$ cat config.mk
export PLATFORM = sky130hd
export DESIGN_NAME = dual_issue_scheduler
export DESIGN_NICKNAME = d
export VERILOG_FILES = /design/src/rtl/dual_issue_scheduler.sv
export SDC_FILE = /design/constraint.sdc
export NUM_CORES = 1
export LEC_CHECK = 0
export ABC_AREA = 1
export CORE_ASPECT_RATIO = 1.2
export CORE_MARGIN = 2
export CORE_UTILIZATION = 44
export CTS_CLUSTER_SIZE = 28
export DETAILED_ROUTE_END_ITERATION = 12
export PLACE_DENSITY = 0.89
export SYNTH_ARGS = -nofsm -noshare
export SYNTH_HDL_FRONTEND = slang
export SYNTH_SLANG_ARGS = --single-unit
$ cat constraint.sdc
create_clock -name clk -period 3.1 [get_ports clk]
set_input_delay 0.62 -clock clk [delete_from_list [all_inputs] [get_ports clk]]
set_output_delay 0.62 -clock clk [all_outputs]
set_load 0.03 [all_outputs]
$ cat src/rtl/dual_issue_scheduler.sv
// Dual-issue scheduler for an in-order RV32I pipeline.
// Each cycle it inspects the two oldest queue entries and issues zero, one or
// two of them. Slot 0 feeds the full datapath. Slot 1 feeds an ALU-only datapath.
// A one-cycle history of issued destinations interlocks dependent instructions.
module dual_issue_scheduler #(
    parameter int CNT_W = 16
) (
    input  logic             clk,
    input  logic             n_rst,
    input  logic [31:0]      inst0,
    input  logic             inst0_valid,
    input  logic [31:0]      inst1,
    input  logic             inst1_valid,
    input  logic             stall,
    input  logic             flush,
    output logic [1:0]       pop,
    output logic             issue0_valid,
    output logic [31:0]      issue0_inst,
    output logic             issue1_valid,
    output logic [31:0]      issue1_inst,
    output logic [CNT_W-1:0] pair_cnt,
    output logic [CNT_W-1:0] single_cnt,
    output logic [CNT_W-1:0] bubble_cnt
);

    localparam logic [6:0] OP_REG    = 7'b0110011;
    localparam logic [6:0] OP_IMM    = 7'b0010011;
    localparam logic [6:0] OP_LOAD   = 7'b0000011;
    localparam logic [6:0] OP_LUI    = 7'b0110111;
    localparam logic [6:0] OP_AUIPC  = 7'b0010111;
    localparam logic [6:0] OP_JAL    = 7'b1101111;
    localparam logic [6:0] OP_JALR   = 7'b1100111;
    localparam logic [6:0] OP_STORE  = 7'b0100011;
    localparam logic [6:0] OP_BRANCH = 7'b1100011;

    function automatic logic writes_rd(input logic [6:0] op);
        return op inside {OP_REG, OP_IMM, OP_LOAD, OP_LUI, OP_AUIPC, OP_JAL, OP_JALR};
    endfunction

    function automatic logic reads_rs1(input logic [6:0] op);
        return !(op inside {OP_LUI, OP_AUIPC, OP_JAL});
    endfunction

    function automatic logic reads_rs2(input logic [6:0] op);
        return op inside {OP_REG, OP_STORE, OP_BRANCH};
    endfunction

    // Loads, stores and control transfers need the full datapath.
    function automatic logic slot0_only(input logic [6:0] op);
        return op inside {OP_LOAD, OP_STORE, OP_BRANCH, OP_JAL, OP_JALR};
    endfunction

    // A control transfer in slot 0 ends the issue group.
    function automatic logic ends_group(input logic [6:0] op);
        return op inside {OP_BRANCH, OP_JAL, OP_JALR};
    endfunction

    // This is the destination that can create a hazard. A value of 0 means none,
    // because x0 never carries a dependency.
    function automatic logic [4:0] hazard_rd(input logic [31:0] inst);
        return writes_rd(inst[6:0]) ? inst[11:7] : 5'd0;
    endfunction

    // This is true when the instruction reads nonzero register r.
    function automatic logic reads_reg(input logic [31:0] inst, input logic [4:0] r);
        return (r != 5'd0) &&
               ((reads_rs1(inst[6:0]) && (inst[19:15] == r)) ||
                (reads_rs2(inst[6:0]) && (inst[24:20] == r)));
    endfunction

    function automatic logic [CNT_W-1:0] sat_inc(input logic [CNT_W-1:0] cnt);
        return (&cnt) ? cnt : cnt + {{(CNT_W-1){1'b0}}, 1'b1};
    endfunction

    logic [4:0] hist_rd0;
    logic [4:0] hist_rd1;
    logic [4:0] dst0;
    logic [4:0] dst1;
    logic       lock0;
    logic       lock1;
    logic       raw01;
    logic       waw01;
    logic       iss0;
    logic       iss1;
    logic       bubble;

    // Issue decision: interlocks against history, pairing rules, pop count.
    always_comb begin
        dst0   = hazard_rd(inst0);
        dst1   = hazard_rd(inst1);
        lock0  = reads_reg(inst0, hist_rd0) || reads_reg(inst0, hist_rd1);
        lock1  = reads_reg(inst1, hist_rd0) || reads_reg(inst1, hist_rd1);
        raw01  = reads_reg(inst1, dst0);
        waw01  = (dst0 != 5'd0) && (dst0 == dst1);
        iss0   = n_rst && inst0_valid && !lock0 && !stall && !flush;
        iss1   = iss0 && inst1_valid && !lock1 && !slot0_only(inst1[6:0]) &&
                 !ends_group(inst0[6:0]) && !raw01 && !waw01;
        bubble = n_rst && inst0_valid && !stall && !flush && lock0;
        pop    = {iss0 && iss1, iss0 ^ iss1};
    end

    // Issue registers and destination history. Flush clears them and stall freezes them.
    always_ff @(posedge clk or negedge n_rst) begin
        if (!n_rst) begin
            issue0_valid <= 1'b0;
            issue0_inst  <= '0;
            issue1_valid <= 1'b0;
            issue1_inst  <= '0;
            hist_rd0     <= '0;
            hist_rd1     <= '0;
        end else if (flush) begin
            issue0_valid <= 1'b0;
            issue0_inst  <= '0;
            issue1_valid <= 1'b0;
            issue1_inst  <= '0;
            hist_rd0     <= '0;
            hist_rd1     <= '0;
        end else if (!stall) begin
            issue0_valid <= iss0;
            issue0_inst  <= iss0 ? inst0 : '0;
            issue1_valid <= iss1;
            issue1_inst  <= iss1 ? inst1 : '0;
            hist_rd0     <= iss0 ? dst0 : '0;
            hist_rd1     <= iss1 ? dst1 : '0;
        end
    end

    // Saturating statistics. At most one counter moves per cycle.
    always_ff @(posedge clk or negedge n_rst) begin
        if (!n_rst) begin
            pair_cnt   <= '0;
            single_cnt <= '0;
            bubble_cnt <= '0;
        end else begin
            if (pop == 2'd2) pair_cnt <= sat_inc(pair_cnt);
            if (pop == 2'd1) single_cnt <= sat_inc(single_cnt);
            if (bubble) bubble_cnt <= sat_inc(bubble_cnt);
        end
    end

endmodule

==> metrics.cfg, run 1 <==
[logic_synthesis]
syn_area_per_cell_um2 = 8.24
synth_top_area_share_pct = 48.0
synthTopCellsByArea = dfrtp_1 48%, nand2_1 13%, xor2_1 6.4%
synth_flop_cell = dfrtp_1
synth.most_common_cell = nand2_1
synthTopCellsByCount = 230 x nand2_1, 124 x dfrtp_1, 75 x nor2_1
async_flop_share_pct = 100
synth.distinct_cells = 32
synth_edf_count = 0
synth-seq-cells = 124
postSynthCellCount = 785
yosys.area.top_type = dfrtp_1
synthesis.area_um2 = 6460
ys_seq_area_share_pct = 48.0
synthesis.nets = 860
yosysWarningCount = 0

[timing]
timing.final.ws_setup_ps = -193
setup_viol = 6
layout_min_cycle_time_ps = 3290
fin_crit_sh_pct = 106
hold_viol_final = 0
worst_slew_pin_slew_ps = 743
rsz0062_at_grt = true
slew_headroom_pct = 50.3
slew_viol_final = 0
fin_skew_ps = 4.84
fmax_mhz = 304

[floorplan]
coreArea_um2 = 14400
die_area_um2 = 15700
io_pins = 186
start_util_pct = 45.0
rows = 48
dieWidth_um = 115
fp.dieH_um = 137

[critical_path]
r2r_end = single_cnt[14]
rr_startpoint = hist_rd0[1]
cp_max_fo = 5
critPathKind = in -> out
cp.required_ps = 2480
end_kind = output pin
reg2reg_depth = 21
r2r_slack_ps = 100
critPathLaunchType = input pin
crit_arrival_ps = 2670

[cts]
cts_buffer_depth = 2
holdBufCountCts = 0
cts-root-buf = clkbuf_16
tritoncts = done
cts_buffers = 17
clk_latency_ps = 420
htreeDepth = 4
cts.clk_slew.worst_paths_ps = 50
cts_sinks = 124

[power]
p_switching_w = 0.00111
fin_total_pwr_w = 0.00447
p_int_w = 0.00336
leakagePower_nw = 5.08
pwr-share-comb_pct = 14.1
powerDensity_nw_per_um2 = 439
ir_drop_mv = 0.434
seq_power_share_pct = 38.4
p_clk_share_pct = 47.5
switching_share_pct = 24.8

[route]
firstDrtPassIters = 5
wire_per_inst_um = 17.0
route.vias.total = 6720
dr.first_iter.drc_count = 548
wirelength_um = 21200
drc = 0
detail-route-antenna-nets = 0
avgViaCountPerCell = 5.39

[grt]
track_usage_pct = 27.2
overflow = 0
grt_pass1_vias = 6771
antenna_found_initial = 0
grt_pass1_wl_um = 33300
grt_max_degree = 125

[run_status]
status = complete, but fails checks
violations = setup timing

[layout]
fin_cells = 1247
final_nets = 1137
fillers = 1049
area_growth_syn_to_layout_pct = 57.5
drive_above_1_share_pct = 21.5
n_antenna_cell = 0

[placement]
io_buffers = 185
hpwl_um = 14200
routabilityCongestion = 0.964
dp.cells = 1202
pre_cts_slack_ps = -768

[job]
max-cap-violations = 0

[min_path]
hold_class = in -> async

[metrics by stage]
| step | setup TNS [ps] | hold slack (ps) | area [um2] | utilization [%] |
|---|---|---|---|---|
| after floorplan | -197 | 324 | 6560 | - |
| after global placement | -13350 | 464 | 9150 | 63.8 |
| after detailed placement | -14660 | 465 | 9150 | 63.8 |
| after CTS | -84.0 | 426 | 9980 | 69.5 |
| after global routing | -2040 | 432 | 10200 | 70.9 |
| final | -612 | 351 | 10200 | 70.9 |
[layout by cell type, fill, tap and decap left out, types with 23 or more instances in the layout]
master,n
nor2_1,51
nand4_1,50
nand3_1,38
buf_4,91
dfrtp_1,124
inv_1,57
clkdlybuf4s50_1,158
nand2_1,213
xor2_1,47
xnor2_1,23
[cells by family (layout without fill, tap and decap cells)]
family / count (synthesis) / in the layout / synth area share, %
flip-flops: 124 / 124 / 48.0
multiplexers: 3 / 3 / 0.523
AO/OA/AOI/OAI: 51 / 51 / 5.09
XOR/XNOR: 73 / 73 / 9.89
adder cells (fa/ha/maj): 5 / 5 / 0.968
buffers and inverters: 100 / 386 / 6.64
AND/OR/NAND/NOR: 429 / 430 / 28.9
[repair_timing]
action                                  in CTS  in global routing
cloned                                       1                  0
resized for setup                          117                 33
setup buffers                                8                  7
pin swaps                                   44                 25
hold endpoints to repair                     0                  0
endpoints found under the setup margin      21                 14
[how the worst max path moves through the flow]
stage                  start             end  slack, ps
global route        inst0[5]          pop[0]       -290
finish              inst0[2]          pop[0]       -190
CTS                 inst0[4]          pop[0]        -80
detailed placement  inst0[2]  single_cnt[15]       -770
global placement    inst0[2]  single_cnt[15]       -650
floorplan           inst0[2]  single_cnt[15]       -140
[critical path, stage by stage]
cell     delay, ps
buf_2          100
buf_6          130
inv_12          50
nand2_1         40
nor2_1         100
nand2_1        110
nand2_4        120
nor2_4          50
buf_12         140
nor2_4         130
nor2_1          60
nand3_1        110
nand4_1        200
nand3_4        170
inv_4           40
ha_4           270
buf_6          100
buf_6          120
[flip-flops by register name, summed over array words and instances, names as in the netlist]
name	cells
issue0_inst	32
issue1_inst	32
bubble_cnt	16
pair_cnt	16
single_cnt	16
hist_rd0	5
hist_rd1	5
issue0_valid	1
issue1_valid	1
[power by group through the flow]
stage               Sequential [W]  Clock (W)  Combinational, W
floorplan                  0.00182          0          0.000162
global placement           0.00174          0          0.000589
detailed placement         0.00174          0          0.000594
CTS                        0.00171    0.00214          0.000608
global route               0.00172    0.00222          0.000671
finish                     0.00172    0.00212          0.000628
[routing by layer]
layer | global-route usage (%) | up-vias | routed length, um
met2 | 46.8 | 319 | 10600
met5 | 0 | - | 0
met3 | 6.02 | 65 | 1380
met4 | 14.2 | 0 | 906
li1 | - | 3098 | -
met1 | 31.6 | 3238 | 8330
[layout make-up]
cell class,instances,area (um2),area share (%)
well taps,175,219,2.15
clock inverters,7,138,1.35
repair buffers,287,2650,26.0
multi-input cells,562,3300,32.5
flip-flops and latches,124,3100,30.5
inverters,70,285,2.80
clock buffers,22,484,4.76
No activity file was read; power rests on OpenSTA's default activity.
==> run 2: changes to the inputs <==
- CORE_ASPECT_RATIO: 1.2 -> 0.9
==> metrics.cfg, run 2 (synthesized netlist as in run 1, its figures left out) <==
[cts]
cts_buffers = 17
tritoncts = done
htreeDepth = 4
cts.clk_slew.worst_paths_ps = 50
cts-root-buf = clkbuf_16
cts_sinks = 124
cts_buffer_depth = 2
clk_latency_ps = 420

[layout]
layout_common_cells = 210 x nand2_1, 153 x clkdlybuf4s50_1, 124 x dfrtp_1
drive_above_1_share_pct = 21.3
post-route-util_pct = 69.7
final_nets = 1138
final_common_cell = nand2_1
area_growth_syn_to_layout_pct = 57.0
largest_registers = issue0_inst x32, issue1_inst x32

[floorplan]
start_util_pct = 44.4
dieWidth_um = 132
rows = 42
fp.dieH_um = 119
coreArea_um2 = 14600
io_pins = 186
die_area_um2 = 15700

[timing]
fin_crit_sh_pct = 105
hold_ws_ps = 423
slew_headroom_pct = 44.4
fin_skew_ps = 16.3
fmax_mhz = 307
worst_slew_pin_slew_ps = 834
layout_min_cycle_time_ps = 3260
timing.final.ws_setup_ps = -160
rsz0062_at_grt = true
slew_viol_final = 0
setup_viol = 4
hold_viol_final = 0

[route]
detail-route-antenna-nets = 0
drc = 0
wirelength_um = 21300
routed.top_layer = met4
wl_met3_um = 1570
wire_per_inst_um = 16.8
dr_wl_met2_um = 10300
route.vias.total = 6709
dr.first_iter.drc_count = 518
wl_met1_um = 8730
firstDrtPassIters = 7
avgViaCountPerCell = 5.29

[run_status]
status = complete, but fails checks
violations = setup timing

[critical_path]
critPathLaunchType = input pin
cp_max_fo = 5
cp_slowest_cell = nor2_4
critPathKind = in -> out
end_kind = output pin
cp.required_ps = 2480
path_cells = buf_4, nand2_1, nor2_4, nand2_2, nand2_4, nor2_4, buf_12, nor2_4, nand2_1, nand2_1, nor2_1, nand3_1, nand2_1, nand2_2, nand3_4, inv_4, ha_4, buf_6, buf_6
crit_top_cell = nand2_1
critPathMaxStageDelay_ps = 190
crit_arrival_ps = 2640

[grt]
grt_max_degree = 67
antenna_found_initial = 1
grt_pass1_vias = 6596
grt_pass1_wl_um = 33800
overflow = 0
track_usage_pct = 27.3

[min_path]
hold_class = in -> async

[power]
powerDensity_nw_per_um2 = 414
leakagePower_nw = 5.02
ir_drop_mv = 0.407

[job]
max-cap-violations = 0

[placement]
routabilityCongestion = 0.954
hpwl_um = 14400
io_buffers = 185

## run 2: cell count changes in the layout (fill, tap and decap cells not counted), moves of 3 or more
cell             previous run  this run
nand3_2                     3         6
clkdlybuf4s50_1           158       153
nand2_2                    15        19
xnor2_1                    23        26
buf_6                      11        14
dlygate4sd2_1              11        14
xnor2_2                     3         0
nand3_1                    38        34
nand2_1                   213       210
## run 2: critical path, delay by kind of cell
| family | cells | cell delay [ps] |
|---|---|---|
| simple gates | 13 | 1240 |
| fa+ha+maj | 1 | 190 |
| buf+inv | 5 | 590 |
## run 2: layout make-up
type	count	area [um2]
sequential	124	3100
multi-input combinational	562	3310
clock buffer	23	478
clock inverter	3	65.1
fill	1092	4410
tap	198	248
timing repair buffer	288	2660
inverter	70	288
antenna	1	2.50
## run 2: final timing paths
check	start	end	slack (ps)	depth (start not counted)
setup reg to reg	hist_rd0[0]	single_cnt[14]	150	21
min in group clk	issue1_inst[30]	issue1_inst[30]	480	2
max in group asynchronous	n_rst	single_cnt[15]	1360	3
hold / removal	n_rst	issue0_inst[5]	420	2
hold reg to reg	issue1_inst[30]	issue1_inst[30]	480	2
setup / recovery	inst0[6]	pop[0]	-160	19
## run 2: stage by stage
step           cells  instance area [um2]  worst slack, ps  total power [W]  setup TNS (ps)
6_report        1269                10100             -160          0.00420            -304
5_1_grt         1269                10100             -237          0.00436           -1290
4_1_cts         1266                10000            -64.5          0.00422            -115
3_5_place_dp    1215                 9090             -749          0.00232          -14280
3_3_place_gp    1215                 9090             -635          0.00231          -13040
2_1_floorplan    785                 6560             -142          0.00199            -197
## run 2: per-layer routing
| metal | track usage, % | vias to the layer above |
|---|---|---|
| met2 | 45.3 | 311 |
| met1 | 34.1 | 3231 |
| met5 | 0 | - |
| li1 | - | 3105 |
| met3 | 6.85 | 62 |
| met4 | 11.3 | 0 |
## run 2: report_power, final
part           total [W]  internal (W)  leakage, nW  switching, W
clock            0.00187       0.00122        0.267      0.000653
combinational   0.000619      0.000268         3.05      0.000352
sequential       0.00172       0.00167         1.70     0.0000493
## run 2: repair_timing
action / CTS / global route
hold buffers: 0 / 0
gates cloned: 1 / 0
resized for setup: 131 / 41
endpoints found under the setup margin: 18 / 13
setup buffers: 24 / 5
pin swaps: 39 / 35
